File: config.mk
export PLATFORM = sky130hd
export DESIGN_NAME = swervolf_sevenseg
export DESIGN_NICKNAME = d
export VERILOG_FILES = /design/src/rtl/swervolf_sevenseg_pkg.sv /design/src/rtl/swervolf_hex7seg.sv /design/src/rtl/swervolf_sevenseg.sv
export SDC_FILE = /design/constraint.sdc
export NUM_CORES = 1
export LEC_CHECK = 0
export ABC_AREA = 1
export ABC_CLOCK_PERIOD_IN_PS = 3700
export BUFFER_PORTS_ARGS = -buffer_cell sky130_fd_sc_hd__buf_2
export CAP_MARGIN = 20
export CORE_ASPECT_RATIO = 2
export CORE_MARGIN = 4
export CORE_UTILIZATION = 45
export DETAILED_ROUTE_END_ITERATION = 8
export PLACE_DENSITY_LB_ADDON = 0.08
export REMOVE_ABC_BUFFERS = 1
export SYNTH_ARGS = -nofsm -noshare
export SYNTH_HDL_FRONTEND = slang
export SYNTH_SLANG_ARGS = --single-unit
File: constraint.sdc
create_clock -name clk -period 3.7 [get_ports clk]
set_input_delay 0.925 -clock clk [delete_from_list [all_inputs] [get_ports clk]]
set_output_delay 0.925 -clock clk [all_outputs]
set_load 0.01 [all_outputs]
File: src/rtl/swervolf_sevenseg_pkg.sv
// Shared types and constants for the SweRVolf seven-segment display driver.
// Segment patterns are active-low, bit order {g,f,e,d,c,b,a}.
package swervolf_sevenseg_pkg;

   typedef logic [6:0] seg_t;

   localparam seg_t       SEG_OFF = 7'h7F;
   localparam logic [7:0] AN_OFF  = 8'hFF;

   // Hex glyphs 0..F; lower-case b and d keep them distinct from 8 and 0.
   localparam seg_t SEG_TABLE [16] = '{
      7'h40, 7'h79, 7'h24, 7'h30, 7'h19, 7'h12, 7'h02, 7'h78,
      7'h00, 7'h10, 7'h08, 7'h03, 7'h46, 7'h21, 7'h06, 7'h0E
   };

endpackage

File: src/rtl/swervolf_hex7seg.sv
// Combinational hex-nibble to active-low seven-segment decoder.
module swervolf_hex7seg
   import swervolf_sevenseg_pkg::*;
(
   input  logic [3:0] nibble_i,
   output seg_t       seg_o
);

   assign seg_o = SEG_TABLE[nibble_i];

endmodule

File: src/rtl/swervolf_sevenseg.sv
// Time-multiplexed 8-digit common-anode display driver with a per-frame input
// snapshot (no tearing) and a blanking gap at the start of every digit slot.
module swervolf_sevenseg
   import swervolf_sevenseg_pkg::*;
#(
   parameter int DIGIT_CYCLES = 50000,
   parameter int BLANK_CYCLES = 500
) (
   input  logic        clk,
   input  logic        rst,
   input  logic [31:0] i_value,
   input  logic [7:0]  i_en,
   input  logic [7:0]  i_dp,
   output logic [7:0]  o_an,
   output logic [6:0]  o_seg,
   output logic        o_dp,
   output logic        o_frame
);

   localparam int              CW       = (DIGIT_CYCLES > 1) ? $clog2(DIGIT_CYCLES) : 1;
   localparam logic [CW-1:0]   CNT_LAST = CW'(DIGIT_CYCLES - 1);
   localparam logic [31:0]     BLANK_U  = BLANK_CYCLES;

   generate
      if (DIGIT_CYCLES < 2 || BLANK_CYCLES < 0 || BLANK_CYCLES >= DIGIT_CYCLES) begin : g_bad_params
         $error("swervolf_sevenseg: need DIGIT_CYCLES >= 2 and 0 <= BLANK_CYCLES < DIGIT_CYCLES");
      end
   endgenerate

   logic [CW-1:0] cnt_q, cnt_d;
   logic [2:0]    idx_q, idx_d;
   logic          first_q;
   logic [31:0]   shadow_value_q;
   logic [7:0]    shadow_en_q;
   logic [7:0]    shadow_dp_q;
   logic          frame_q;
   logic [7:0]    an_q, an_d;
   seg_t          seg_q, seg_d;
   logic          dp_q, dp_d;

   logic          cnt_wrap;
   logic          snap;
   logic          blank;
   seg_t          digit_seg;

   assign cnt_wrap = (cnt_q == CNT_LAST);
   // First cycle out of reset, then once per frame as the last slot ends.
   assign snap     = first_q | (cnt_wrap & (idx_q == 3'd7));
   assign cnt_d    = cnt_wrap ? '0 : cnt_q + 1'b1;
   assign idx_d    = cnt_wrap ? idx_q + 3'd1 : idx_q;

   generate
      if (BLANK_CYCLES == 0) begin : g_no_blank
         assign blank = 1'b0;
      end else begin : g_blank
         assign blank = (32'(cnt_q) < BLANK_U);
      end
   endgenerate

   swervolf_hex7seg u_hex7seg (
      .nibble_i (shadow_value_q[{idx_q, 2'b00} +: 4]),
      .seg_o    (digit_seg)
   );

   // NOTE: every output gets its "off" value first, so no path leaves it unassigned.
   always_comb begin
      an_d  = AN_OFF;
      seg_d = SEG_OFF;
      dp_d  = 1'b1;
      if (!blank && shadow_en_q[idx_q]) begin
         an_d  = ~(8'b1 << idx_q);
         seg_d = digit_seg;
         dp_d  = ~shadow_dp_q[idx_q];
      end
   end

   // NOTE: state updates use <= so every register samples pre-edge values.
   always_ff @(posedge clk or posedge rst) begin
      if (rst) begin
         cnt_q          <= '0;
         idx_q          <= 3'd0;
         first_q        <= 1'b1;
         shadow_value_q <= 32'h0;
         shadow_en_q    <= 8'h0;
         shadow_dp_q    <= 8'h0;
         frame_q        <= 1'b0;
         an_q           <= AN_OFF;
         seg_q          <= SEG_OFF;
         dp_q           <= 1'b1;
      end else begin
         cnt_q   <= cnt_d;
         idx_q   <= idx_d;
         first_q <= 1'b0;
         frame_q <= snap;
         if (snap) begin
            shadow_value_q <= i_value;
            shadow_en_q    <= i_en;
            shadow_dp_q    <= i_dp;
         end
         an_q  <= an_d;
         seg_q <= seg_d;
         dp_q  <= dp_d;
      end
   end

   assign o_an    = an_q;
   assign o_seg   = seg_q;
   assign o_dp    = dp_q;
   assign o_frame = frame_q;

endmodule

==> reports/summary.txt, run 1 <==
Ports: 67
worst path bufs/invs: 2
Pleak: 0.00264 uW
Synth top cells by count: 202 x nand2_1, 108 x nand3_1, 68 x dfrtp_1
fin crit period: 2.62 ns
Max transition margin: 40.7%
Starting Density: 46.4%
register area share after synthesis: 49.3%
vias in the first global route: 3,604
Sink Count: 85
total setup buffers inserted after CTS: 0
asr flop ratio synth: 100%
type of the worst min-delay path: reg2reg
DRC Markers: 0
CTS H-Tree Depth: 3
post-route design area: 0.00500 mm^2
CP endpoint: o_seg[5]
Post-DP HPWL: 7510 um
register bit total from synthesis: 85
largest net degree at the start of global routing: 50
Syn Inst Count: 552
Critical Path RT: 3.94 ns
post-synth top area cell: dfrtp_1
slowest stage delay, CP: 0.92 ns
Worst-path clk slew: 0.06 ns
Clk Latency, worst-skew pair: 0.34 ns
Die ar.: 0.0114 mm^2
vias per inst: 5.07
Distinct cells, synth: 29
Core Rows: 50
die height: 147 um
Worst Setup End Kind: flop
ys flop type: dfrtp_1
Crit path max-delay family: flip-flops
status: complete, no violations
Final GP Congestion: 0.864
CTS buffer count: 9
worst reg-to-reg path cell count: 12
Reg2Reg Setup Slack: 1.08 ns
R2R Path Start: idx_q[0]
first-pass GRT wire length: 17,400 um
slowest CP cell: dfrtp_1
synth top area cells: dfrtp_1 39%, nand2_1 17%, nand3_1 12%, dfstp_2 10%, inv_1 4.5%
Most common cell on crit path: nand2_1
crit start category: flop
routed len/inst: 14.4 um
FF-to-FF End: o_seg[5]
overall routing resource usage: 19.3%
layout cell share with drive strength beyond 1: 19.2%
gr ovfl total: 0
Die X-Extent: 77.6 um
YS warnings: 0
Peak VDD IR: 0.000302 V
RSZ-0062 raised after global routing: no
share of the synthesized area in the top cell type: 39.1%
via count: 3,632
CTS tree: built
IO buf count: 66
DR iter-0 viols: 99
Slew @ Worst Pin: 0.889 ns
Routed Antenna Nets: 0
DR pass1 iterations: 4
Core Area: 0.00938 mm^2
worst clock skew: 0.00739 ns
Post-Route WL: 10,300 um
hold violation count in the final report: 0
CTS max path bufs: 2
Nets: 670
# diodes: 0
CTS Root Cell: clkbuf_16
Critical Path AT: 2.85 ns
Hold Buf Count CTS: 0
synthesized area: 0.00436 mm^2
number of max-cap violations: 0
Critical Path Fanout Max: 29
Post-synth EDFFs: 0
Max Clk Rate: 0.382 GHz
Critical Path Start: idx_q[0]
final setup violating endpoints: 0
Period Utilization, post-route: 70.7%
Placed Area: 0.00469 mm^2
Avg Cell Area, Syn: 7.89 um^2
Fin Setup TNS: 0 ns
most frequent cell after synthesis: nand2_1
CTS resizes: 0
initial antenna violation count: 0
Layout area overhead: 14.8%
WP depth: 12
CP cell instances: inv_2, nand2_1, nand2_1, nand2_1, nand3_1, nand2_1, inv_1, ha_1, nand3_1, nand2_1, nand2_1, nand3_1
pwr dens: 427 mW/mm^2
Final Max Tran Viols: 0
WS Path Type: reg2reg
-- stage by stage --
stage	hold slack (ns)	cells	setup WS, ns	util, %	total power (uW)
3_5_place_dp	0.463	701	1.08	49.9	1220
2_1_floorplan	0.433	527	0.610	-	1150
5_1_grt	0.485	717	0.719	53.3	2240
4_1_cts	0.471	717	1.06	53.3	2160
3_3_place_gp	0.449	701	1.19	49.9	1220
6_report	0.471	717	1.08	53.3	2140
-- area by class of cell --
| class | instances | area, um^2 |
|---|---|---|
| sequential | 85 | 2150 |
| timing repair buffer | 70 | 360 |
| fill | 922 | 4380 |
| clock buffer | 13 | 270 |
| inverter | 55 | 208 |
| multi-input combinational | 387 | 1840 |
| clock inverter | 3 | 42.5 |
| tap | 104 | 130 |
-- logic make-up after synthesis --
family,share of synthesized area [%]
xor+xnor,1.81
fa+ha+maj,3.45
other cells,0.0861
flops,49.3
buf+inv,8.44
simple gates,34.9
compound gates,2.04
-- placed cells by master, fill, tap and decap left out, types with 5 or more instances in the layout --
cell type | Yosys | final
inv_1 | 52 | 51
nand2_1 | 202 | 202
nand3_1 | 108 | 108
dfrtp_1 | 68 | 68
ha_1 | 12 | 12
nor2_1 | 21 | 21
clkbuf_16 | 0 | 9
buf_2 | 9 | 66
o21ai_0 | 5 | 5
nor3_1 | 5 | 5
dfstp_2 | 17 | 17
xor2_1 | 7 | 7
-- sequential cells by signal, summed over array words and instances (netlist names) --
name	cells
first_q	1
idx_q	3
shadow_en_q	8
cnt_q	16
o_frame	1
shadow_value_q	32
o_seg	7
o_an	8
shadow_dp_q	8
o_dp	1
-- worst min-delay path by stage --
stage                     endpoint  cells past startpoint  slack, ns  startpoint
after floorplan           cnt_q[0]                      1       0.43    cnt_q[0]
after global placement    cnt_q[0]                      1       0.45    cnt_q[0]
after detailed placement  cnt_q[0]                      1       0.46    cnt_q[0]
after CTS                 cnt_q[0]                      1       0.47    cnt_q[0]
after global routing      cnt_q[0]                      1       0.48    cnt_q[0]
final                     cnt_q[0]                      1       0.47    cnt_q[0]
-- report_power, final --
group	total (uW)	switching (uW)	internal [uW]	leakage, uW
Sequential	1010	29.0	979	0.00102
Combinational	197	122	75.2	0.00147
Clock	932	355	577	0.000152
-- metal layers --
layer / share of wire [%] / GRT usage [%]
met1: 41 / 22.7
met3: 2.7 / 2.76
met5: 0 / 0
met2: 52 / 32.8
met4: 4.3 / 11.4
Note: power is estimated with default switching activity, not from simulation.
==> run 2: changes to the inputs <==
ABC_AREA = 0   (was 1)
ABC_CLOCK_PERIOD_IN_PS = 2600   (was 3700)
clock period = 2.6 ns   (was 3.7 ns; I/O delays follow)
==> run 2 against run 1 <==
Global-route usage shrank 2.5 points. Setup slack got worse by 0.85 ns. Wire length shrank 25%. Worst hold slack got worse by 0.12 ns. Count of clock-buffer cells in the layout increased by 1. Sequential cell count stayed put. Sequential share of layout area up 3.0 points. Clock skew is 0.00081 ns lower. Utilization grew 1.2 points.
==> reports/summary.txt, run 2 <==
status: complete, no violations (unchanged)
Peak VDD IR: 0.000423 V (was 0.000302 V)
synthesized area: 0.00393 mm^2 (was 0.00436 mm^2)
Pleak: 0.00204 uW (was 0.00264 uW)
final setup violating endpoints: 0 (unchanged)
total setup buffers inserted after CTS: 0 (unchanged)
Sink Count: 85 (unchanged)
FF-to-FF End: o_seg[4] (was o_seg[5])
Hold Buf Count CTS: 0 (unchanged)
die height: 140 um (was 147 um)
vias per inst: 5.30 (was 5.07)
most common cell after layout, fill and taps aside: dfrtp_1 (was nand2_1)
fin crit period: 2.37 ns (was 2.62 ns)
WS Path Type: reg2reg (unchanged)
register area share after synthesis: 54.7% (was 49.3%)
Largest Register: shadow_value_q (unchanged)
synth top area cells: dfrtp_1 43%, mux2_2 11%, dfstp_2 11%, mux4_1 7.4%, ha_1 3.8% (was dfrtp_1 39%, nand2_1 17%, nand3_1 12%, dfstp_2 10%, inv_1 4.5%)
Max transition margin: 52.3% (was 40.7%)
CTS buffer count: 9 (unchanged)
CTS Root Cell: clkbuf_16 (unchanged)
Post-DP HPWL: 5730 um (was 7510 um)
Core Rows: 48 (was 50)
DR iter-0 viols: 107 (was 99)
Post-synth EDFFs: 0 (unchanged)
# diodes: 0 (unchanged)
IO buf count: 66 (unchanged)
Final GP Congestion: 0.759 (was 0.864)
R2R Path Start: idx_q[0] (unchanged)
Syn Inst Count: 280 (was 552)
worst reg-to-reg path cell count: 5 (was 12)
DRC Markers: 0 (unchanged)
register bit total from synthesis: 85 (unchanged)
ys flop type: dfrtp_1 (unchanged)
number of max-cap violations: 0 (unchanged)
most frequent cell after synthesis: dfrtp_1 (was nand2_1)
CTS H-Tree Depth: 3 (unchanged)
Die ar.: 0.0104 mm^2 (was 0.0114 mm^2)
share of the synthesized area in the top cell type: 43.3% (was 39.1%)
Critical Path AT: 2.58 ns (was 2.85 ns)
asr flop ratio synth: 100% (unchanged)
post-synth top area cell: dfrtp_1 (unchanged)
Final Max Tran Viols: 0 (unchanged)
via count: 2,418 (was 3,632)
CTS resizes: 0 (unchanged)
Core Area: 0.00859 mm^2 (was 0.00938 mm^2)
Max Clk Rate: 0.422 GHz (was 0.382 GHz)
initial antenna violation count: 0 (unchanged)
vias in the first global route: 2,659 (was 3,604)
hold violation count in the final report: 0 (unchanged)
Post-Route WL: 7750 um (was 10,300 um)
Slew @ Worst Pin: 0.715 ns (was 0.889 ns)
biggest regs: shadow_value_q x32, cnt_q x16 (unchanged)
Nets: 414 (was 670)
Routed Antenna Nets: 0 (unchanged)
WHS: 0.354 ns (was 0.471 ns)
max reg flops: 32 (unchanged)
Layout area overhead: 19.0% (was 14.8%)
largest net degree at the start of global routing: 50 (unchanged)
Worst-path clk slew: 0.06 ns (about the same)
gr ovfl total: 0 (unchanged)
YS warnings: 0 (unchanged)
Synth top cells by count: 68 x dfrtp_1, 40 x mux2_2, 22 x nand2_1 (was 202 x nand2_1, 108 x nand3_1, 68 x dfrtp_1)
layout cell share with drive strength beyond 1: 42.4% (was 19.2%)
worst clock skew: 0.00658 ns (was 0.00739 ns)
CTS max path bufs: 2 (unchanged)
post-route design area: 0.00468 mm^2 (was 0.00500 mm^2)
Worst Setup End Kind: flop (unchanged)
Die X-Extent: 74.1 um (was 77.6 um)
Reg2Reg Setup Slack: 0.23 ns (was 1.08 ns)
overall routing resource usage: 16.8% (was 19.3%)
Ports: 67 (unchanged)
pwr dens: 620 mW/mm^2 (was 427 mW/mm^2)
Critical Path RT: 2.82 ns (was 3.94 ns)
CTS tree: built (unchanged)
Distinct cells, synth: 38 (was 29)
DR pass1 iterations: 4 (unchanged)
Period Utilization, post-route: 91.0% (was 70.7%)
type of the worst min-delay path: in2async (was reg2reg)
Placed Area: 0.00439 mm^2 (was 0.00469 mm^2)
Critical Path Fanout Max: 13 (was 29)
Avg Cell Area, Syn: 14.0 um^2 (was 7.89 um^2)
Clk Latency, worst-skew pair: 0.34 ns (about the same)
Starting Density: 45.8% (was 46.4%)
crit start category: flop (unchanged)
RSZ-0062 raised after global routing: no (unchanged)
commonest cells after routing, fill and taps aside: 68 x dfrtp_1, 66 x buf_2, 40 x mux2_2 (was 202 x nand2_1, 108 x nand3_1, 68 x dfrtp_1)
first-pass GRT wire length: 13,100 um (was 17,400 um)
routed len/inst: 17.0 um (was 14.4 um)
-- run 2: cell count changes after synthesis, moves of 9 or more --
cell     before  now
nor2_1       21   10
mux2_1        0    9
nand2_1     202   22
mux2_2        0   40
inv_1        52    7
mux4_1        0   11
nand3_1     108   14
-- run 2: through the flow --
step | setup WS, ns | utilization, % | setup TNS, ns | total power (uW) | cells
floorplan | -0.501 | - | -38.45 | 1630 | 267
global placement | 0.229 | 51.1 | 0 | 1720 | 441
detailed placement | 0.148 | 51.1 | 0 | 1730 | 441
CTS | 0.152 | 54.3 | 0 | 2940 | 456
global route | 0.0859 | 54.4 | 0 | 3030 | 456
finish | 0.233 | 54.4 | 0 | 2900 | 456
-- run 2: where the power goes --
part	internal (uW)	leakage (uW)	switching, uW
Sequential	1400	0.00100	39.0
Clock	719	0.000139	480
Combinational	143	0.000904	117
-- run 2: worst max path at each step --
stage / start / endpoint / slack [ns] / cells past startpoint
floorplan: cnt_q[0] / shadow_dp_q[7] / -0.50 / 5
global placement: idx_q[0] / o_seg[4] / 0.23 / 5
detailed placement: idx_q[0] / o_seg[4] / 0.15 / 5
CTS: idx_q[0] / o_seg[4] / 0.15 / 5
global route: idx_q[0] / o_seg[0] / 0.09 / 6
finish: idx_q[0] / o_seg[4] / 0.23 / 5
-- run 2: cell families after synthesis --
logic type               count (synthesis)  synth area share, %
AO/OA/AOI/OAI                           16                 3.09
XOR/XNOR                                14                 3.12
adder cells (fa/ha/maj)                 12                 3.82
buffers and inverters                   20                 3.06
flip-flops                              85                 54.7
multiplexers                            69                 24.3
other                                    1               0.0954
AND/OR/NAND/NOR                         63                 7.83
-- run 2: layer usage --
metal / part of all wire, % / vias up / GRT usage, %
li1: - / 1146 / -
met1: 39 / 1218 / 19.1
met2: 56 / 44 / 29.4
met3: 3.2 / 10 / 3.74
met4: 2.1 / 0 / 6.78
met5: 0 / - / 0
-- run 2: worst max-delay path: stages (launching register included) --
cell      delay [ns]
dfrtp_1         0.58
buf_4           0.23
mux4_1          0.60
mux2i_4         0.42
mux2i_1         0.27
o221ai_1        0.14
-- run 2: layout make-up --
| class | instances | area, um^2 |
|---|---|---|
| fillers | 771 | 3910 |
| well taps | 100 | 125 |
| multi-input cells | 175 | 1680 |
| clock inverters | 1 | 5.00 |
| inverters | 7 | 27.5 |
| clock buffers | 14 | 274 |
| flip-flops and latches | 85 | 2150 |
| repair buffers | 74 | 415 |
